[config.mk]
export PLATFORM = sky130hd
export DESIGN_NAME = apb_mux_dec_flat
export DESIGN_NICKNAME = d
export VERILOG_FILES = /design/src/rtl/apb_mux_dec_pkg.sv /design/src/rtl/apb_mux_dec_if.sv /design/src/rtl/apb_mux_timeout.sv /design/src/rtl/apb_mux_dec.sv /design/src/flat_wrapper.sv
export SDC_FILE = /design/constraint.sdc
export NUM_CORES = 1
export LEC_CHECK = 0
export ABC_AREA = 1
export BUFFER_PORTS_ARGS = -buffer_cell sky130_fd_sc_hd__buf_2
export CAP_MARGIN = 20
export CELL_PAD_IN_SITES_DETAIL_PLACEMENT = 1
export CELL_PAD_IN_SITES_GLOBAL_PLACEMENT = 2
export CORE_ASPECT_RATIO = 0.75
export CORE_MARGIN = 4
export CORE_UTILIZATION = 25
export DETAILED_ROUTE_END_ITERATION = 8
export GPL_TIMING_DRIVEN = 0
export PLACE_DENSITY = 0.88
export SLEW_MARGIN = 15
export SYNTH_ARGS = -nofsm -noshare
export SYNTH_HDL_FRONTEND = slang
export SYNTH_SLANG_ARGS = --single-unit
[constraint.sdc]
create_clock -name hclk -period 4.4 [get_ports hclk]
set_input_delay 0.88 -clock hclk [delete_from_list [all_inputs] [get_ports hclk]]
set_output_delay 0.88 -clock hclk [all_outputs]
set_load 0.01 [all_outputs]
[src/rtl/apb_mux_dec_pkg.sv]
// Shared encodings for the AHB2APB bridge: APB mux FSM states, default bus widths
// and the access-timeout counter width used by the interface FSM and the decoder.
package apb_mux_dec_pkg;

    localparam int PADDR_W_DEF    = 16;
    localparam int APB_DATA_W_DEF = 32;
    localparam int TO_CNT_W       = 16;

    typedef enum logic [1:0] {
        ST_IDLE   = 2'd0,
        ST_SETUP  = 2'd1,
        ST_ACCESS = 2'd2,
        ST_DONE   = 2'd3
    } mux_state_t;

endpackage

[src/rtl/apb_mux_dec_if.sv]
// APB request from the interface FSM plus the per-slave select/response lines.
// master = interface FSM and slave side driver, slave = apb_mux_dec.
interface apb_mux_dec_if
    import apb_mux_dec_pkg::*;
#(
    parameter int NUM_SLV        = 4,
    parameter int PADDR_WIDTH    = PADDR_W_DEF,
    parameter int APB_DATA_WIDTH = APB_DATA_W_DEF
);
    logic                              psel_en;
    logic [PADDR_WIDTH-1:0]            paddr;
    logic                              penable;
    logic                              pwrite;
    logic [NUM_SLV-1:0]                psel_x;
    logic [NUM_SLV*APB_DATA_WIDTH-1:0] prdata_in;
    logic [NUM_SLV-1:0]                pready_in;
    logic [NUM_SLV-1:0]                pslverr_in;
    logic                              pready_x;
    logic                              pslverr_x;
    logic [APB_DATA_WIDTH-1:0]         hrdata;

    modport master (
        output psel_en, paddr, penable, pwrite, prdata_in, pready_in, pslverr_in,
        input  psel_x, pready_x, pslverr_x, hrdata
    );

    modport slave (
        input  psel_en, paddr, penable, pwrite, prdata_in, pready_in, pslverr_in,
        output psel_x, pready_x, pslverr_x, hrdata
    );
endinterface

[src/rtl/apb_mux_timeout.sv]
// Access watchdog: saturating cycle counter with sync clear/enable; o_tc is combinational
// from the registered count, so terminal count is seen in the same cycle the count reaches it.
module apb_mux_timeout
    import apb_mux_dec_pkg::*;
#(
    parameter int TIMEOUT_CYCLES = 255
) (
    input  logic hclk,
    input  logic hreset_n,
    input  logic i_clr,
    input  logic i_en,
    output logic o_tc
);
    logic [TO_CNT_W-1:0] r_cnt;

    always_ff @(posedge hclk or negedge hreset_n) begin
        if (!hreset_n) begin
            r_cnt <= '0;
        end else if (i_clr) begin
            r_cnt <= '0;
        end else if (i_en && (r_cnt != {TO_CNT_W{1'b1}})) begin
            r_cnt <= r_cnt + TO_CNT_W'(1);
        end
    end

    assign o_tc = (r_cnt == TO_CNT_W'(TIMEOUT_CYCLES - 1));
endmodule

[src/rtl/apb_mux_dec.sv]
// APB slave decode/mux: psel/ready/err combinational from latched index, hrdata one cycle after completion;
// psel_en drop aborts silently. Unmapped/timeout force an error. Optional err_cnt via APB_MUX_ERR_CNT_EN.
module apb_mux_dec
    import apb_mux_dec_pkg::*;
#(
    parameter int NUM_SLV        = 4,
    parameter int PADDR_WIDTH    = PADDR_W_DEF,
    parameter int APB_DATA_WIDTH = APB_DATA_W_DEF,
    parameter int IDX_LSB        = 12,
    parameter int IDX_WIDTH      = 4,
    parameter int TIMEOUT_CYCLES = 255
) (
    input  logic         hclk,
    input  logic         hreset_n,
    apb_mux_dec_if.slave bus
`ifdef APB_MUX_ERR_CNT_EN
    ,
    output logic [7:0]   err_cnt
`endif
);
    mux_state_t                r_state;
    logic [IDX_WIDTH-1:0]      r_idx;
    logic                      r_unmapped;
    logic [APB_DATA_WIDTH-1:0] r_hrdata;

    logic [IDX_WIDTH-1:0]      w_idx_new;
    logic                      w_unmapped_new;
    logic [NUM_SLV-1:0]        w_onehot;
    logic                      w_sel_rdy;
    logic                      w_sel_err;
    logic [APB_DATA_WIDTH-1:0] w_sel_dat;
    logic                      w_tc;
    logic                      w_done;
    logic                      w_err;
    logic                      w_rd_load;
    logic                      w_unused_addr;

    assign w_idx_new      = bus.paddr[IDX_LSB +: IDX_WIDTH];
    assign w_unmapped_new = (int'(w_idx_new) >= NUM_SLV);
    assign w_unused_addr  = &{1'b0, bus.paddr};

    // Only the latched index steers the mux; paddr is ignored once the transfer is decoded.
    always_comb begin
        w_onehot  = '0;
        w_sel_rdy = 1'b0;
        w_sel_err = 1'b0;
        w_sel_dat = '0;
        for (int i = 0; i < NUM_SLV; i++) begin
            if (r_idx == IDX_WIDTH'(i)) begin
                w_onehot[i] = 1'b1;
                w_sel_rdy   = bus.pready_in[i];
                w_sel_err   = bus.pslverr_in[i];
                w_sel_dat   = bus.prdata_in[i*APB_DATA_WIDTH +: APB_DATA_WIDTH];
            end
        end
    end

    assign w_done    = (r_state == ST_ACCESS) && bus.psel_en && (r_unmapped || w_sel_rdy || w_tc);
    // A ready slave always wins over a coincident timeout.
    assign w_err     = r_unmapped || !w_sel_rdy || w_sel_err;
    assign w_rd_load = w_done && w_sel_rdy && !bus.pwrite && !w_sel_err;

    assign bus.psel_x    = (bus.psel_en && (r_state != ST_IDLE) && !r_unmapped) ? w_onehot : '0;
    assign bus.pready_x  = w_done;
    assign bus.pslverr_x = w_done && w_err;
    assign bus.hrdata    = r_hrdata;

    apb_mux_timeout #(
        .TIMEOUT_CYCLES (TIMEOUT_CYCLES)
    ) u_timeout (
        .hclk     (hclk),
        .hreset_n (hreset_n),
        .i_clr    ((r_state == ST_SETUP) && bus.psel_en && bus.penable),
        .i_en     ((r_state == ST_ACCESS) && !w_sel_rdy),
        .o_tc     (w_tc)
    );

    always_ff @(posedge hclk or negedge hreset_n) begin
        if (!hreset_n) begin
            r_state    <= ST_IDLE;
            r_idx      <= '0;
            r_unmapped <= 1'b0;
            r_hrdata   <= '0;
        end else begin
            if (w_rd_load) begin
                r_hrdata <= w_sel_dat;
            end
            case (r_state)
                ST_IDLE: begin
                    if (bus.psel_en) begin
                        r_idx      <= w_idx_new;
                        r_unmapped <= w_unmapped_new;
                        r_state    <= ST_SETUP;
                    end
                end
                ST_SETUP: begin
                    if (!bus.psel_en) begin
                        r_state <= ST_IDLE;
                    end else if (bus.penable) begin
                        r_state <= ST_ACCESS;
                    end
                end
                ST_ACCESS: begin
                    if (!bus.psel_en) begin
                        r_state <= ST_IDLE;
                    end else if (w_done) begin
                        r_state <= ST_DONE;
                    end
                end
                ST_DONE: begin
                    if (!bus.psel_en) begin
                        r_state <= ST_IDLE;
                    end else if (!bus.penable) begin
                        r_idx      <= w_idx_new;
                        r_unmapped <= w_unmapped_new;
                        r_state    <= ST_SETUP;
                    end
                end
                default: r_state <= ST_IDLE;
            endcase
        end
    end

`ifdef APB_MUX_ERR_CNT_EN
    logic [7:0] r_err_cnt;

    always_ff @(posedge hclk or negedge hreset_n) begin
        if (!hreset_n) begin
            r_err_cnt <= 8'd0;
        end else if (w_done && w_err && (r_err_cnt != 8'hFF)) begin
            r_err_cnt <= r_err_cnt + 8'd1;
        end
    end

    assign err_cnt = r_err_cnt;
`endif
endmodule
[src/flat_wrapper.sv]
// flat-port wrapper written by rule: the top's interface ports become plain ports
module apb_mux_dec_flat import apb_mux_dec_pkg::*;
#(
    parameter int NUM_SLV        = 4,
    parameter int PADDR_WIDTH    = PADDR_W_DEF,
    parameter int APB_DATA_WIDTH = APB_DATA_W_DEF,
    parameter int IDX_LSB        = 12,
    parameter int IDX_WIDTH      = 4,
    parameter int TIMEOUT_CYCLES = 255
)
  (hclk, hreset_n, bus_psel_en, bus_paddr, bus_penable, bus_pwrite, bus_prdata_in, bus_pready_in, bus_pslverr_in, bus_psel_x, bus_pready_x, bus_pslverr_x, bus_hrdata);
  apb_mux_dec_if #(.NUM_SLV(NUM_SLV), .PADDR_WIDTH(PADDR_WIDTH), .APB_DATA_WIDTH(APB_DATA_WIDTH)) bus_i ();
  input  logic hclk;
  input  logic hreset_n;
  input wire logic [$bits(bus_i.psel_en)-1:0] bus_psel_en;
  input wire logic [$bits(bus_i.paddr)-1:0] bus_paddr;
  input wire logic [$bits(bus_i.penable)-1:0] bus_penable;
  input wire logic [$bits(bus_i.pwrite)-1:0] bus_pwrite;
  input wire logic [$bits(bus_i.prdata_in)-1:0] bus_prdata_in;
  input wire logic [$bits(bus_i.pready_in)-1:0] bus_pready_in;
  input wire logic [$bits(bus_i.pslverr_in)-1:0] bus_pslverr_in;
  output wire logic [$bits(bus_i.psel_x)-1:0] bus_psel_x;
  output wire logic [$bits(bus_i.pready_x)-1:0] bus_pready_x;
  output wire logic [$bits(bus_i.pslverr_x)-1:0] bus_pslverr_x;
  output wire logic [$bits(bus_i.hrdata)-1:0] bus_hrdata;
  assign bus_i.psel_en = bus_psel_en;
  assign bus_i.paddr = bus_paddr;
  assign bus_i.penable = bus_penable;
  assign bus_i.pwrite = bus_pwrite;
  assign bus_i.prdata_in = bus_prdata_in;
  assign bus_i.pready_in = bus_pready_in;
  assign bus_i.pslverr_in = bus_pslverr_in;
  assign bus_psel_x = bus_i.psel_x;
  assign bus_pready_x = bus_i.pready_x;
  assign bus_pslverr_x = bus_i.pslverr_x;
  assign bus_hrdata = bus_i.hrdata;
  apb_mux_dec #(.NUM_SLV(NUM_SLV), .PADDR_WIDTH(PADDR_WIDTH), .APB_DATA_WIDTH(APB_DATA_WIDTH), .IDX_LSB(IDX_LSB), .IDX_WIDTH(IDX_WIDTH), .TIMEOUT_CYCLES(TIMEOUT_CYCLES)) u_core (.hclk(hclk), .hreset_n(hreset_n), .bus(bus_i));
endmodule
# Word level (Yosys, flattened, before mapping)
# Index checks and enable logic that the tools add are counted.
[totals] out_inout_bits=38 regBits=55 word_cells=83
[op_classes] n_eq_ne=14 add_sub_neg=1 muxes=35 magnitude_cmp=1 reduce_logical=27
[ops] cell="$mux 32" n=4
[ops] cell="$mux 16" n=2
[ops] cell="$add 16x1->16 const B" n=1
[ops] cell="$eq 16x8->1 const B" n=1
[ops] cell="$mux 4" n=4
[ops] cell="$ne 16x16->1 const B" n=1
[ops] cell="$mux 1" n=15
[ops] cell="$mux 2" n=7
[ops] cell="$logic_and 1x1->1" n=12
[ops] cell="$eq 4x2->1 const B" n=2
[ops] cell="$pmux 2 s4" n=1
[ops] cell="$pmux 4 s2" n=1
[ops] cell="$reduce_and 4->1" n=2
[ops] cell="$ne 2x2->1 const B" n=3
[ops] cell="$ne 3x3->1 const B" n=2
[ops] cell="$reduce_bool 2->1" n=3
[ops] cell="$eq 2x2->1 const B" n=2
[ops] cell="$eq 4x1->1 const B" n=1
[ops] cell="$ge 4x3->1 const B" n=1
[ops] cell="$logic_not 1->1" n=4
[ops] cell="$logic_not 4->1" n=1
[ops] cell="$logic_or 1x1->1" n=4
[ops] cell="$ne 3x2->1 const B" n=1
[ops] cell="$eq 2x1->1 const B" n=1
[ops] cell="2 further kinds" n=2

# Longest topological paths before layout
[logic_depth] ltp_word=11 ltp_mapped=10 depth_no_buf=9

# Modules after synthesis
# Synthesis repeated with hierarchy kept, for this count alone.
[hier_totals] hier_cells=555 area_unflattened_um2=3784.9
[by_module_without_submodules] mod="apb_mux_dec" n_inst=1 seq_area_each_um2=975.9 area_each_um2=2680.1 cells_each=400
[by_module_without_submodules] mod="apb_mux_timeout" n_inst=1 seq_area_each_um2=400.4 area_each_um2=1104.8 cells_each=155

# Worst setup path after synthesis
# No wires, ideal clock.
[synth_path] path_kind="input -> output" start="in bus_pready_in[0]" end="out bus_pslverr_x" n_path_buf=0 slack_ns=2.049 cell_stages=5 t_arrival_ns=1.471 path_cell_list="nand3_1 nand3_1 nor2_2 nor2_1 a21oi_1"
[synth_via] elab_chain_cells=8 word_cells_on_any_way=11 cone_classes="mux (4); reduce/logical (7)"
[synth_rtl] item="start, declared" line_no="flat_wrapper.sv:20" source="input wire logic [$bits(bus_i.pready_in)-1:0] bus_pready_in;"
[synth_rtl] item="$mux 1 * (4 in series)" line_no="apb_mux_dec.sv:49" source="if (r_idx == IDX_WIDTH'(i)) begin"
[synth_rtl] item="$logic_or 1x1->1 or $logic_not 1->1 (tied branches)" line_no="apb_mux_dec.sv:58, apb_mux_dec.sv:60"
[synth_rtl] item="$logic_or 1x1->1 (on tied branches)" line_no="apb_mux_dec.sv:58, apb_mux_dec.sv:60"
[synth_rtl] item="$logic_and 1x1->1 or $logic_or 1x1->1 (tied branches)" line_no="apb_mux_dec.sv:58, apb_mux_dec.sv:60"
[synth_rtl] item="$logic_and 1x1->1 *" line_no="apb_mux_dec.sv:65" source="assign bus.pslverr_x = w_done && w_err;"
[synth_rtl] item="end, declared" line_no="flat_wrapper.sv:24" source="output wire logic [$bits(bus_i.pslverr_x)-1:0] bus_pslverr_x;"
# Mark *: on every way between the ends. The rest lies on a longest branch, timed or not.

# Worst setup path after layout
[layout_path] start="reg u_core.r_idx[1]" end="out bus_psel_x[1]"
[layout_via] elab_chain_cells=3
[layout_rtl] item="start, declared" line_no="apb_mux_dec.sv:22" source="logic [IDX_WIDTH-1:0] r_idx;"
[layout_rtl] item="start signal, assigned" line_no="apb_mux_dec.sv:91" source="r_idx <= w_idx_new;"
[layout_rtl] item="start signal, assigned" line_no="apb_mux_dec.sv:114" source="r_idx <= w_idx_new;"
[layout_rtl] item="$eq 4x1->1" line_no="apb_mux_dec.sv:49"
[layout_rtl] item="$mux 1" line_no="apb_mux_dec.sv:49"
[layout_rtl] item="$mux 4" line_no="apb_mux_dec.sv:63" source="assign bus.psel_x = (bus.psel_en && (r_state != ST_IDLE) && !r_unmapped) ? w_onehot : '0;"
[layout_rtl] item="end, declared" line_no="flat_wrapper.sv:22" source="output wire logic [$bits(bus_i.psel_x)-1:0] bus_psel_x;"
# No other way between the ends.

==> results.sh <==
export IMPL_finalClockSkew_ns=0.0108
export IMPL_grt_pass1_wl_um=25200
export IMPL_final_layout_size_suffix_gt1_frac=0.285
export IMPL_cp_slowest_cell="clkbuf_1"
export IMPL_rsz0062_at_grt="false"
export IMPL_worstPathMaxFanout=10
export IMPL_start_util=0.256
export IMPL_drt_iter0_markers=196
export IMPL_ant_nets=0
export IMPL_startpoint_type="flop"
export IMPL_die_h_um=116
export IMPL_clk_path_buf_depth=2
export IMPL_synth_seq_cells=55
export IMPL_area_growth_pct=33.9
export IMPL_port_buffers=182
export IMPL_cts_repair_resized=0
export IMPL_max_slew_margin=0.495
export IMPL_endpoint_kind="output pin"
export IMPL_synth_yosys_seq_area_share=0.351
export IMPL_fin_crit_ns=3.03
export IMPL_clock_sinks=55
export IMPL_setup_violations=0
export IMPL_ys_top_cells_by_area="dfrtp_1, nand2_1, nand3_1, nand4_1, o21bai_1"
export IMPL_slew_viol_final=0
export IMPL_vias=4532
export IMPL_fillers=2039
export IMPL_synth_top_area_share=0.351
export IMPL_netlist_area_um2=3920
export IMPL_clk_latency_ns=0.31
export IMPL_required_ns=3.52
export IMPL_leakage_nw=2.63
export IMPL_vdd_drop_max_uv=178
export IMPL_power_w=0.00288
export IMPL_synth_fp_nets=745
export IMPL_dr_pass1_iters=4
export IMPL_wl_met3_um=1150
export IMPL_yosysWarnings=0
export IMPL_antenna_found_initial=0
export IMPL_antenna_cells=0
export IMPL_wl_met2_um=7160
export IMPL_period_share=0.689
export IMPL_synth_area_leader_cell="dfrtp_1"
export IMPL_holdBufCountCts=0
export IMPL_rows=39
export IMPL_numCtsBuffers=5
export IMPL_gp_congestion=0.786
export IMPL_htreeDepth=2
export IMPL_drc_errors=0
export IMPL_cts_tree="done"
export IMPL_status="finished clean"
export IMPL_via_per_inst=4.62
export IMPL_max_cap_violations=0
export IMPL_post_cts_buffers=0
export IMPL_hold_class="flop to flop"
export IMPL_yosysUniqueCellTypes=29
export IMPL_nNetsFinal=934
export IMPL_slowest_delay_ns=0.57
export IMPL_highest_layer="met4"
export IMPL_hold_viol=0
export IMPL_wl_um=15900
export IMPL_postSynthCellCount=586
export IMPL_worst_ep_arrival_time_ns=2.15
export IMPL_die_w_um=153
export IMPL_grt_use_total=0.178
export IMPL_drt_met1_wl_um=7380
export IMPL_syn_avg_cell_area_um2=6.69
export IMPL_die_area_um2=17800
export IMPL_finalSetupTns_ns=0
export IMPL_grt_overflow_total=0
export IMPL_dp_hpwl_um=12700
export IMPL_grt_pass1_vias=4871
export IMPL_cts_root_buf="clkbuf_16"
export IMPL_io_pin_count=195
export IMPL_grt_max_degree=56
export IMPL_path_cells="nor2_2 -> clkbuf_1 -> nand2_1 -> nor2_1 -> buf_2"
export IMPL_cts_reportedPaths_clkPinSlew_ns=0.08
export IMPL_max_freq_ghz=0.330
export IMPL_coreArea_um2=15300
export IMPL_worst_pin_slew_ns=0.757
export IMPL_wl_per_cell_um=16.2
export IMPL_critPathKind="flop to output pin"
export IMPL_power_density_nw_per_um2=549
[cells in the mapped netlist]
cell type / instances
nor2_4: 1
xnor2_1: 3
nor3b_1: 1
clkbuf_1: 16
or2_0: 1
buf_2: 12
nand2_1: 195
buf_4: 1
xor2_1: 9
inv_2: 4
nor2_1: 38
dfrtp_1: 55
nor3_1: 2
a22oi_1: 1
o21bai_1: 32
buf_6: 3
inv_1: 49
o211ai_1: 3
o21ai_0: 4
ha_1: 2
nand2_2: 1
nand3_2: 4
nor3_2: 1
clkinv_1: 1
a21oi_1: 4
nand4_1: 39
nor2_2: 4
nand3b_1: 2
nand3_1: 98
[critical path, delay by kind of cell (launching register included)]
family / cells / cell delay (ns)
DFF: 1 / 0.45
buffers and inverters: 2 / 0.72
and+or+nand+nor: 3 / 0.67
[layout make-up]
type,count,area [um2],share of cell area
clock buffer,6,139,0.0265
tap,205,256,0.0489
timing repair buffer,182,913,0.174
multi-input combinational,445,2180,0.415
inverter,54,203,0.0386
buffer,32,161,0.0307
sequential,55,1380,0.262
clock inverter,2,20.0,0.00381
[stage by stage]
step | setup WS, ns | hold WS (ns) | area, um2 | instances | util
after floorplan | 2.05 | 0.450 | 3920 | 586 | -
after global placement | 1.67 | 0.465 | 5090 | 973 | 0.332
after detailed placement | 1.67 | 0.474 | 5090 | 973 | 0.332
after CTS | 1.31 | 0.494 | 5250 | 981 | 0.343
after global routing | 1.19 | 0.531 | 5250 | 981 | 0.343
final | 1.37 | 0.491 | 5250 | 981 | 0.343
[logic make-up after synthesis]
family	after synthesis	synth area share
and+or+nand+nor	387	0.444
AOI/OAI and AO/OA	44	0.0791
xor gates and xnor gates	12	0.0268
adders and majority gates	2	0.00638
buffers and inverters	86	0.0929
DFF	55	0.351
[metal layers]
layer | track usage | vias to the layer above
li1 | - | 2295
met1 | 0.231 | 2098
met2 | 0.295 | 127
met3 | 0.0526 | 12
met4 | 0.0415 | 0
met5 | 0 | -
[report_power, final]
group / total [W] / switching (W) / internal, W / leakage (nW)
Clock: 0.000441 / 0.000208 / 0.000233 / 0.0790
Sequential: 0.000822 / 0.000126 / 0.000696 / 0.621
Combinational: 0.00162 / 0.00107 / 0.000548 / 1.93
Total: 0.00288 / 0.00140 / 0.00148 / 2.63
[state kept, by name, summed over array words and instances, names as in the netlist]
register / flops
u_core.r_idx: 4
u_core.r_unmapped: 1
u_core.r_state: 2
u_core.u_timeout.r_cnt: 16
u_core.bus.hrdata: 32
[final timing paths]
| check | slack [ns] | endpoint | start | depth (start not counted) |
|---|---|---|---|---|
| worst min-delay path | 0.49 | u_core.r_idx[2] | u_core.r_idx[2] | 2 |
| min in group asynchronous | 0.65 | u_core.r_state[0] | hreset_n | 1 |
| worst max register to register | 2.27 | u_core.bus.hrdata[27] | u_core.r_idx[3] | 9 |
| worst max-delay path | 1.37 | bus_psel_x[1] | u_core.r_idx[1] | 5 |
| worst min register to register | 0.49 | u_core.r_idx[2] | u_core.r_idx[2] | 2 |
| max in group asynchronous | 3.26 | u_core.bus.hrdata[4] | hreset_n | 1 |
[cell usage in the layout, fill, tap and decap left out]
cell	count
a21oi_1	4
a22oi_1	1
buf_2	193
buf_4	2
buf_6	3
clkbuf_1	16
clkbuf_16	5
clkbuf_8	1
clkinv_1	1
clkinv_4	1
dfrtp_1	55
ha_1	2
inv_1	49
inv_2	4
inv_8	1
nand2_1	195
nand2_2	1
nand3_1	98
nand3_2	4
nand3b_1	2
nand4_1	39
nor2_1	38
nor2_2	4
nor2_4	1
nor3_1	2
nor3_2	1
nor3b_1	1
o211ai_1	3
o21ai_0	4
o21bai_1	32
or2_0	1
xnor2_1	3
xor2_1	9
No activity file was read; power rests on OpenSTA's default activity.
